[src/rtl/ledsd_pkg.sv]
// Shared address map and CTRL bit positions for the direct-drive seven-segment
// control stage.
package ledsd_pkg;

  localparam logic [3:0] LEDSD_CTRL       = 4'd0;
  localparam logic [3:0] LEDSD_DIG_EN     = 4'd1;
  localparam logic [3:0] LEDSD_DP         = 4'd2;
  localparam logic [3:0] LEDSD_BLINK_MASK = 4'd3;
  localparam logic [3:0] LEDSD_BLINK_DIV  = 4'd4;
  localparam logic [3:0] LEDSD_DIGIT_BASE = 4'd8;

  localparam int CTRL_COMMIT   = 0;
  localparam int CTRL_AUTO     = 1;
  localparam int CTRL_BLINK_EN = 2;

endpackage

[src/rtl/ledsd_blink_timer.sv]
// Blink prescaler: pre counts 0..div, then wraps and toggles phase.
// Disable or clear forces pre and phase back to 0.
module ledsd_blink_timer #(
  parameter int DIV_W = 24
) (
  input  logic             clk,
  input  logic             rst_n,
  input  logic             en,
  input  logic [DIV_W-1:0] div,
  input  logic             clr,
  output logic             phase
);

  logic [DIV_W-1:0] pre_q, pre_d;
  logic             phase_q, phase_d;

  // >= rather than == so a stale pre above div can never run to 2^DIV_W
  always_comb begin
    pre_d   = pre_q;
    phase_d = phase_q;
    if (clr || !en) begin
      pre_d   = '0;
      phase_d = 1'b0;
    end else if (pre_q >= div) begin
      pre_d   = '0;
      phase_d = ~phase_q;
    end else begin
      pre_d   = pre_q + DIV_W'(1);
    end
  end

  always_ff @(posedge clk or negedge rst_n) begin
    if (!rst_n) begin
      pre_q   <= '0;
      phase_q <= 1'b0;
    end else begin
      pre_q   <= pre_d;
      phase_q <= phase_d;
    end
  end

  assign phase = phase_q;

endmodule

[src/rtl/ledsd_direct_ctrl.sv]
// Register file, double-buffered digit codes and blink masking for a
// directly-wired seven-segment bank.
module ledsd_direct_ctrl
  import ledsd_pkg::*;
#(
  parameter int NUM    = 2,
  parameter int E_CODE = 0,
  parameter int DIV_W  = 24
) (
  input  logic                          clk,
  input  logic                          rst_n,
  input  logic                          wen,
  input  logic                          ren,
  input  logic [3:0]                    addr,
  input  logic [31:0]                   wdata,
  output logic [31:0]                   rdata,
  output logic [NUM-1:0][E_CODE+3:0]    data_in,
  output logic [NUM-1:0]                dig,
  output logic [NUM-1:0]                dp
);

  localparam int         CW    = 4 + E_CODE;
  localparam logic [3:0] NUM_A = 4'(NUM);

  logic                     auto_q, blink_q;
  logic [NUM-1:0]           dig_en_q, dp_q, mask_q;
  logic [DIV_W-1:0]         div_q;
  logic [NUM-1:0][CW-1:0]   shadow_q, shadow_d, active_q, active_d;
  logic [31:0]              rdata_q, rdata_d;
  logic                     phase;

  logic       dig_hit, wr_ctrl, commit, wr_div;
  logic [2:0] dig_idx;
  logic       unused_wdata;

  assign dig_idx = addr[2:0];
  assign dig_hit = addr[3] && ({1'b0, dig_idx} < NUM_A);
  assign wr_ctrl = wen && (addr == LEDSD_CTRL);
  assign commit  = wr_ctrl && wdata[CTRL_COMMIT];
  assign wr_div  = wen && (addr == LEDSD_BLINK_DIV);
  assign unused_wdata = ^wdata;

  // Commit samples the pre-edge shadow, so a same-cycle digit write lands only
  // in shadow and is picked up by the next commit.
  always_comb begin
    shadow_d = shadow_q;
    active_d = active_q;
    for (int i = 0; i < NUM; i++) begin
      if (wen && dig_hit && dig_idx == 3'(i)) begin
        shadow_d[i] = wdata[CW-1:0];
        if (auto_q) active_d[i] = wdata[CW-1:0];
      end
    end
    if (commit) active_d = shadow_q;
  end

  always_comb begin
    rdata_d = rdata_q;
    if (ren) begin
      rdata_d = '0;
      case (addr)
        LEDSD_CTRL:       rdata_d[CTRL_BLINK_EN:CTRL_AUTO] = {blink_q, auto_q};
        LEDSD_DIG_EN:     rdata_d[NUM-1:0]   = dig_en_q;
        LEDSD_DP:         rdata_d[NUM-1:0]   = dp_q;
        LEDSD_BLINK_MASK: rdata_d[NUM-1:0]   = mask_q;
        LEDSD_BLINK_DIV:  rdata_d[DIV_W-1:0] = div_q;
        default: begin
          for (int i = 0; i < NUM; i++)
            if (dig_hit && dig_idx == 3'(i)) rdata_d[CW-1:0] = shadow_q[i];
        end
      endcase
    end
  end

  always_ff @(posedge clk or negedge rst_n) begin
    if (!rst_n) begin
      auto_q   <= 1'b0;
      blink_q  <= 1'b0;
      dig_en_q <= '0;
      dp_q     <= '0;
      mask_q   <= '0;
      div_q    <= '0;
      shadow_q <= '0;
      active_q <= '0;
      rdata_q  <= '0;
    end else begin
      if (wr_ctrl) begin
        auto_q  <= wdata[CTRL_AUTO];
        blink_q <= wdata[CTRL_BLINK_EN];
      end
      if (wen && addr == LEDSD_DIG_EN)     dig_en_q <= wdata[NUM-1:0];
      if (wen && addr == LEDSD_DP)         dp_q     <= wdata[NUM-1:0];
      if (wen && addr == LEDSD_BLINK_MASK) mask_q   <= wdata[NUM-1:0];
      if (wr_div)                          div_q    <= wdata[DIV_W-1:0];
      shadow_q <= shadow_d;
      active_q <= active_d;
      rdata_q  <= rdata_d;
    end
  end

  ledsd_blink_timer #(.DIV_W(DIV_W)) u_blink (
    .clk   (clk),
    .rst_n (rst_n),
    .en    (blink_q),
    .div   (div_q),
    .clr   (wr_div),
    .phase (phase)
  );

  // Outputs depend on registers only; no bus-to-display combinational path.
  assign data_in = active_q;
  assign dig     = dig_en_q & ~({NUM{blink_q & phase}} & mask_q);
  assign dp      = dp_q & dig;
  assign rdata   = rdata_q;

endmodule
[config.mk]
export PLATFORM = sky130hd
export DESIGN_NAME = ledsd_direct_ctrl
export DESIGN_NICKNAME = d
export VERILOG_FILES = /design/src/rtl/ledsd_pkg.sv /design/src/rtl/ledsd_blink_timer.sv /design/src/rtl/ledsd_direct_ctrl.sv
export SDC_FILE = /design/constraint.sdc
export NUM_CORES = 1
export LEC_CHECK = 0
export CAP_MARGIN = 20
export CORE_ASPECT_RATIO = 0.9
export CORE_MARGIN = 10
export CORE_UTILIZATION = 26
export CTS_BUF_LIST = sky130_fd_sc_hd__clkbuf_8
export DETAILED_ROUTE_END_ITERATION = 16
export SYNTH_ARGS = -nofsm -noshare
export SYNTH_HDL_FRONTEND = slang
export SYNTH_SLANG_ARGS = --single-unit
[constraint.sdc]
create_clock -name clk -period 2.8 [get_ports clk]
set_input_delay 0.28 -clock clk [delete_from_list [all_inputs] [get_ports clk]]
set_output_delay 0.28 -clock clk [all_outputs]
set_load 0.01 [all_outputs]
== Word-level counts from Yosys, hierarchy flattened ==
Index checks and enable logic that the tools add are counted.

* Register bits after elaboration: 97
* Input port bits: 40
* Logic and storage cells: 66

* $add $sub $neg: 1
* Reduce and logical (&&, ||, !) cells: 24
* Eq/ne operators: 5
* $lt $le $gt $ge: 2
* Bitwise logic cells: 6
* Mux-type cells: 15

{| class="wikitable"
|+ Operators by type and width
! kind !! count
|-
| 24-bit two-way mux || 2
|-
| 24-bit by 1-bit adder with 24-bit output, second input constant || 1
|-
| 24-bit >= comparator || 1
|-
| 20-bit two-way mux || 1
|-
| 4-bit two-way mux || 5
|-
| 1-bit logical AND || 12
|-
| 1-bit case mux with 5 select lines || 2
|-
| 4-bit by 2-bit equality test with 1-bit output, second input constant || 2
|-
| 8-bit two-way mux || 1
|-
| 2-bit nonzero test || 4
|-
| 2-bit AND || 3
|-
| 4-bit by 1-bit equality test with 1-bit output, second input constant || 1
|-
| 4-bit by 3-bit equality test with 1-bit output, second input constant || 1
|-
| 4-bit zero test || 1
|-
| 2-bit AND reduction || 2
|-
| 4-bit OR reduction || 1
|-
| 3-bit by 1-bit equality test with 1-bit output, second input constant || 1
|-
| 3-bit zero test || 1
|-
| 3-bit by 2-bit < comparator with 1-bit output, second input constant || 1
|-
| 1-bit case mux with 3 select lines || 1
|-
| 3-bit OR reduction || 1
|-
| 1-bit two-way mux || 2
|-
| 2-bit NOT || 1
|-
| 1-bit case mux with 2 select lines || 1
|-
| other kinds (4) || 4
|}

== Logic depth before layout (Yosys ltp) ==
* Depth in word-level cells: 6
* Mapped depth: 9

== Modules after synthesis ==
A second synthesis with hierarchy kept.

* Cell total of the unflattened synthesis: 484
* Area, all modules: 5142.4 µm²

{| class="wikitable"
|+ Modules (own cells, without submodules)
! module !! cells each !! seq. area each (µm²) !! instances !! area each (µm²)
|-
| ledsd_direct_ctrl || 285 || 1801.7 || 1 || 3352.0
|-
| ledsd_blink_timer || 199 || 625.6 || 1 || 1790.5
|}

== Least setup slack after synthesis ==
No wires, ideal clock.

* Path type: register to register
* Start: reg u_blink.pre_q[2]
* End: reg u_blink.phase_q, in the netlist u_blink.phase
* Cell stages (with the launch flop): 8
* Slack: 0.807 ns
* Arrival time: 1.868 ns
* Data required time: 2.675 ns
* Path buffers: 0
* Cell sequence: dfrtp_1 > ha_1 > a211o_1 > a31oi_1 > o221ai_1 > a31oi_1 > nand4_2 > mux2_2

* Cells in the longest elaborated chain, start to end: 2

{| class="wikitable"
|+ Ends and longest elaborated chain
! what !! line !! text
|-
| start, declared || ledsd_blink_timer.sv:14 || <nowiki>logic [DIV_W-1:0] pre_q, pre_d;</nowiki>
|-
| start signal, assigned || ledsd_blink_timer.sv:37 || <nowiki>pre_q <= pre_d;</nowiki>
|-
| 24-bit >= comparator || ledsd_blink_timer.sv:24 || <nowiki>end else if (pre_q >= div) begin</nowiki>
|-
| 2-bit nonzero test (no source line) || n/a ||
|-
| end signal, assigned || ledsd_blink_timer.sv:38 || <nowiki>phase_q <= phase_d;</nowiki>
|-
| end, declared || ledsd_blink_timer.sv:15 || <nowiki>logic phase_q, phase_d;</nowiki>
|}

Every way passes these cells.
A chain may end at the register's enable or synchronous reset.

== Worst setup path in the final report ==
* Start: reg u_blink.pre_q[2]
* End: reg u_blink.pre_q[3]

* Cells in the longest elaborated chain, start to end: 3

{| class="wikitable"
|+ Ends and longest elaborated chain
! what !! line !! text
|-
| 24-bit by 1-bit adder with 24-bit output or 24-bit >= comparator (tied branches) || ledsd_blink_timer.sv:28, ledsd_blink_timer.sv:24 ||
|-
| 24-bit two-way mux * || ledsd_blink_timer.sv:24 ||
|-
| 24-bit two-way mux * || ledsd_blink_timer.sv:21 || <nowiki>if (clr || !en) begin</nowiki>
|-
| net u_blink.pre_d[3] || ledsd_blink_timer.sv:14 ||
|}

The timed path passes the listed nets; every way through them passes the cells marked *.

==> results summary <==
Of all cell types, the one taking the most synthesized area is sky130_fd_sc_hd__dfrtp_1. The total clock buffers created by CTS is 9. The worst relative slew slack is 54.73%.

The finished layout cell area came out at 6051 um^2. Among all flip-flop cells after synthesis, the most frequent one is sky130_fd_sc_hd__dfrtp_1. The iteration count of the initial detailed-routing pass came out at 5. Using the TritonRoute via totals, the vias-per-cell ratio works out to 4.287.

The count of unique library cells instantiated by Yosys is 41. The detailed router finished its first iteration with 187 violations. The count of endpoints failing hold in the final timing report is 0.

During synthesis, Yosys emitted a total of 0 warnings. The mean instance size in the synthesized netlist came out at 9.876 um^2. The die boundary height is 150.1 um. The depth of the worst register-to-register path came out at 8. The maximum number of pins on one net before global-route repair is 54.

The number of antenna diodes in the final layout is 0. The longest clock path from root to sink contains 2 buffers. Counting every sink on the clock net gives 97. The area taken by flip-flops and latches is 2427 um^2. The number of placed instances, taps included, is 803.

The most critical setup path has its startpoint at u_blink.pre_q[2]$_DFF_PN0_. Across the run, the number of max-cap violations was 0. The die footprint is 24690 um^2.

Clock tree synthesis selected as its root buffer the cell sky130_fd_sc_hd__clkbuf_8. The number of antenna violations at the first check in global routing is 0. The end point of the critical path is u_blink.pre_q[3]$_DFF_PN0_. Row generation in the floorplan step produced 47 rows. The time the worst path needs with I/O delays and setup came out at 2.226 ns. The worst endpoint data arrival time came out at 2.55 ns. Once placement finished, the instance area stood at 5854 um^2. The run finished with clean final reports. After the flow finishes, the layout carries non-filler instances totaling 820. Yosys attributes the largest share of cell area to sky130_fd_sc_hd__dfrtp_1 50%, sky130_fd_sc_hd__mux2_2 8.1%, sky130_fd_sc_hd__ha_1 6.4%. The transition time at the pin with the least slew margin came out at 0.6790 ns. The number of global-route vias before repair came out at 3564. The maximum clock frequency came out at 449.3 MHz. The complex-gate fraction of the synthesized area came out at 8.037%. The detailed router placed 3515 vias in this run. Yosys mapped a number of flops with a built-in enable equal to 0.

Summed over all failing endpoints, the final setup total negative slack is 0 ns. The startpoint identified for the worst register-to-register timing path is u_blink.pre_q[2]$_DFF_PN0_. The tightest hold path in the finished design has a slack of 0.4713 ns. The synthesized design devotes to its leading area cell type 49.65% of total area.

The top-level I/O count came out at 84. The setup clock skew after layout came out at 0.01818 ns. The peak fanout along the critical path came out at 15. The clock latency on the worst-skew pair came out at 0.39 ns. The path category of the worst min-delay check is in2async. The number of resized instances in the post-cts repair step is 0. After Yosys synthesis, XOR and XNOR cells account for 3.942% of the synthesized area. The placer congestion estimate came out at 0.7943. The cell area after synthesis is 4888 um^2. The async set-reset flop share out of synthesis is 100.0%.

The placeable core region came out at 18410 um^2. The number of pins exceeding their max-slew limit in the final report is 0. By area, the combinational part of the netlist is dominated by simple AND/OR/NAND/NOR gates. The post-CTS setup buffer count is 0. The leakage component of the power came out at 2.745 nW. By count the netlist is led by 97 x sky130_fd_sc_hd__dfrtp_1, 58 x sky130_fd_sc_hd__nand2_1, 50 x sky130_fd_sc_hd__inv_1.

The worst ir drop on vdd is 240.4 uV. The per-cell routed wire length is 13.92 um. Setup repair after global routing left no endpoint under its margin.

The critical path class is reg2reg. The destination of the worst register-to-register timing path is u_blink.pre_q[3]$_DFF_PN0_. The remaining antenna violation count is 0. In this run the tool buffered the top-level ports with 67 buffer cells.

In the final layout, the multi-input gates occupy 2152 um^2. The detailed-route DRC error count is 0. The mux cell area share after synthesis is 10.31%.

The effective utilization at floorplan is 26.56%. The clock-pin slew of the registers on the worst-case setup and hold paths is 0.10 ns. The die is 164.5 um wide.

The number of instances in the synthesized netlist came out at 495. The fraction of final layout cells with drive strength greater than 1 came out at 12.35%. The number of H-tree levels is 3. The aggregate routed wire length came out at 11410 um. The total power density per cell area came out at 562.0 nW/um^2. After Yosys synthesis, full adders, half adders and majority gates account for 6.399% of the synthesized area. The required time at the endpoint of the critical path came out at 3.12 ns. The sum of internal, switching and leakage power is 3.400 mW. The synthesized netlist devotes 14.72% of its cell area to simple gates. The growth of design area from synthesis to finish came out at 23.78%. The global-route wire length before repair came out at 19030 um.

The post-synthesis sequential element count came out at 97. The overall overflow remaining after global route is 0. TritonCTS built the clock tree.

The HPWL reported at the end of detailed placement is 8495 um. The worst setup path is captured at a register. STA classifies the critical path startpoint as a register. The final cycle utilization of the critical path came out at 79.50%.

The total global routing track utilization came out at 9.684%. The minimum setup slack among reg-to-reg paths is 0.57 ns. The portion of the post-synthesis area used by sequential elements came out at 49.65%. The number of nets in the final layout is 635. The fill cell instance count of the final layout came out at 1909. The setup violation total in the final timing report is 0. In the post-synthesis netlist, the cell with the most instances is sky130_fd_sc_hd__dfrtp_1.
state kept, by name (all words and copies together), names as in the netlist:
| register | count |
|---|---|
| auto_q | 1 |
| blink_q | 1 |
| data_in | 8 |
| dig_en_q | 2 |
| div_q | 24 |
| dp_q | 2 |
| mask_q | 2 |
| rdata | 24 |
| shadow_q | 8 |
| u_blink.phase | 1 |
| u_blink.pre_q | 24 |
worst min path at each step:
stage / to / slack [ns] / depth (start not counted)
2_1_floorplan: auto_q$_DFFE_PN0P_ / -0.02 / 0
6_report: rdata[1]$_DFFE_PN0P_ / 0.47 / 2
5_1_grt: div_q[20]$_DFFE_PN0P_ / 0.47 / 2
3_3_place_gp: rdata[1]$_DFFE_PN0P_ / 0.37 / 1
3_5_place_dp: rdata[1]$_DFFE_PN0P_ / 0.37 / 1
4_1_cts: div_q[20]$_DFFE_PN0P_ / 0.48 / 2
critical path: stages (launching register included):
cell	delay, ns
sky130_fd_sc_hd__dfrtp_1	0.45
sky130_fd_sc_hd__ha_1	0.31
sky130_fd_sc_hd__a211o_1	0.29
sky130_fd_sc_hd__a31oi_1	0.18
sky130_fd_sc_hd__o221ai_1	0.20
sky130_fd_sc_hd__a31oi_1	0.21
sky130_fd_sc_hd__nand4_2	0.16
sky130_fd_sc_hd__buf_4	0.23
sky130_fd_sc_hd__nor2_1	0.12
metrics by stage:
stage                     utilization [%]  worst slack [ns]
final                               32.87            0.5741
after global routing                32.87            0.4008
after CTS                           32.87            0.5569
after detailed placement            31.81            0.4353
after global placement              31.81            0.3638
after floorplan                         -            0.8071
metal layers:
layer	share of wire (%)	GRT usage (%)
met1	49	13.40
met4	0.81	2.434
met3	8.4	3.982
met5	0	0
met2	42	13.59
power by group:
group	switching, mW	internal, mW
sequential	0.156	1.60
clock	0.531	0.360
combinational	0.353	0.399
total	1.04	2.36
layout by cell type (no fill, tap or decap), types with 6 or more instances in the layout:
cell,n
sky130_fd_sc_hd__nand4_1,10
sky130_fd_sc_hd__nand3_1,12
sky130_fd_sc_hd__a21oi_1,26
sky130_fd_sc_hd__and3_1,6
sky130_fd_sc_hd__conb_1,8
sky130_fd_sc_hd__clkdlybuf4s50_1,66
sky130_fd_sc_hd__clkbuf_8,10
sky130_fd_sc_hd__dfrtp_1,97
sky130_fd_sc_hd__mux2_2,35
sky130_fd_sc_hd__ha_1,25
sky130_fd_sc_hd__xnor2_1,10
sky130_fd_sc_hd__buf_4,15
sky130_fd_sc_hd__nand2_1,58
sky130_fd_sc_hd__mux2i_1,11
sky130_fd_sc_hd__inv_1,51
sky130_fd_sc_hd__xor2_1,12
sky130_fd_sc_hd__nor2_1,49
sky130_fd_sc_hd__o21ai_0,29
timing repair:
item	CTS	global route
hold endpoints to repair	50	0
setup endpoints to repair	0	0
hold buffers	1	0
final cells by class:
cell class | count | area share (%)
flip-flops and latches | 97 | 40.12
multi-input cells | 328 | 35.57
repair buffers | 82 | 12.94
well taps | 245 | 5.066
inverters | 52 | 3.226
clock buffers | 10 | 2.275
clock inverters | 6 | 0.8065
kinds of logic (layout without fill, tap and decap cells):
logic type,after synthesis,in the layout
other,1,8
AOI/OAI and AO/OA,71,71
and+or+nand+nor,156,156
adders and majority gates,25,25
xor gates and xnor gates,22,22
muxes,46,46
buffers and inverters,77,150
DFF,97,97
(Power assumes the default switching activity.)
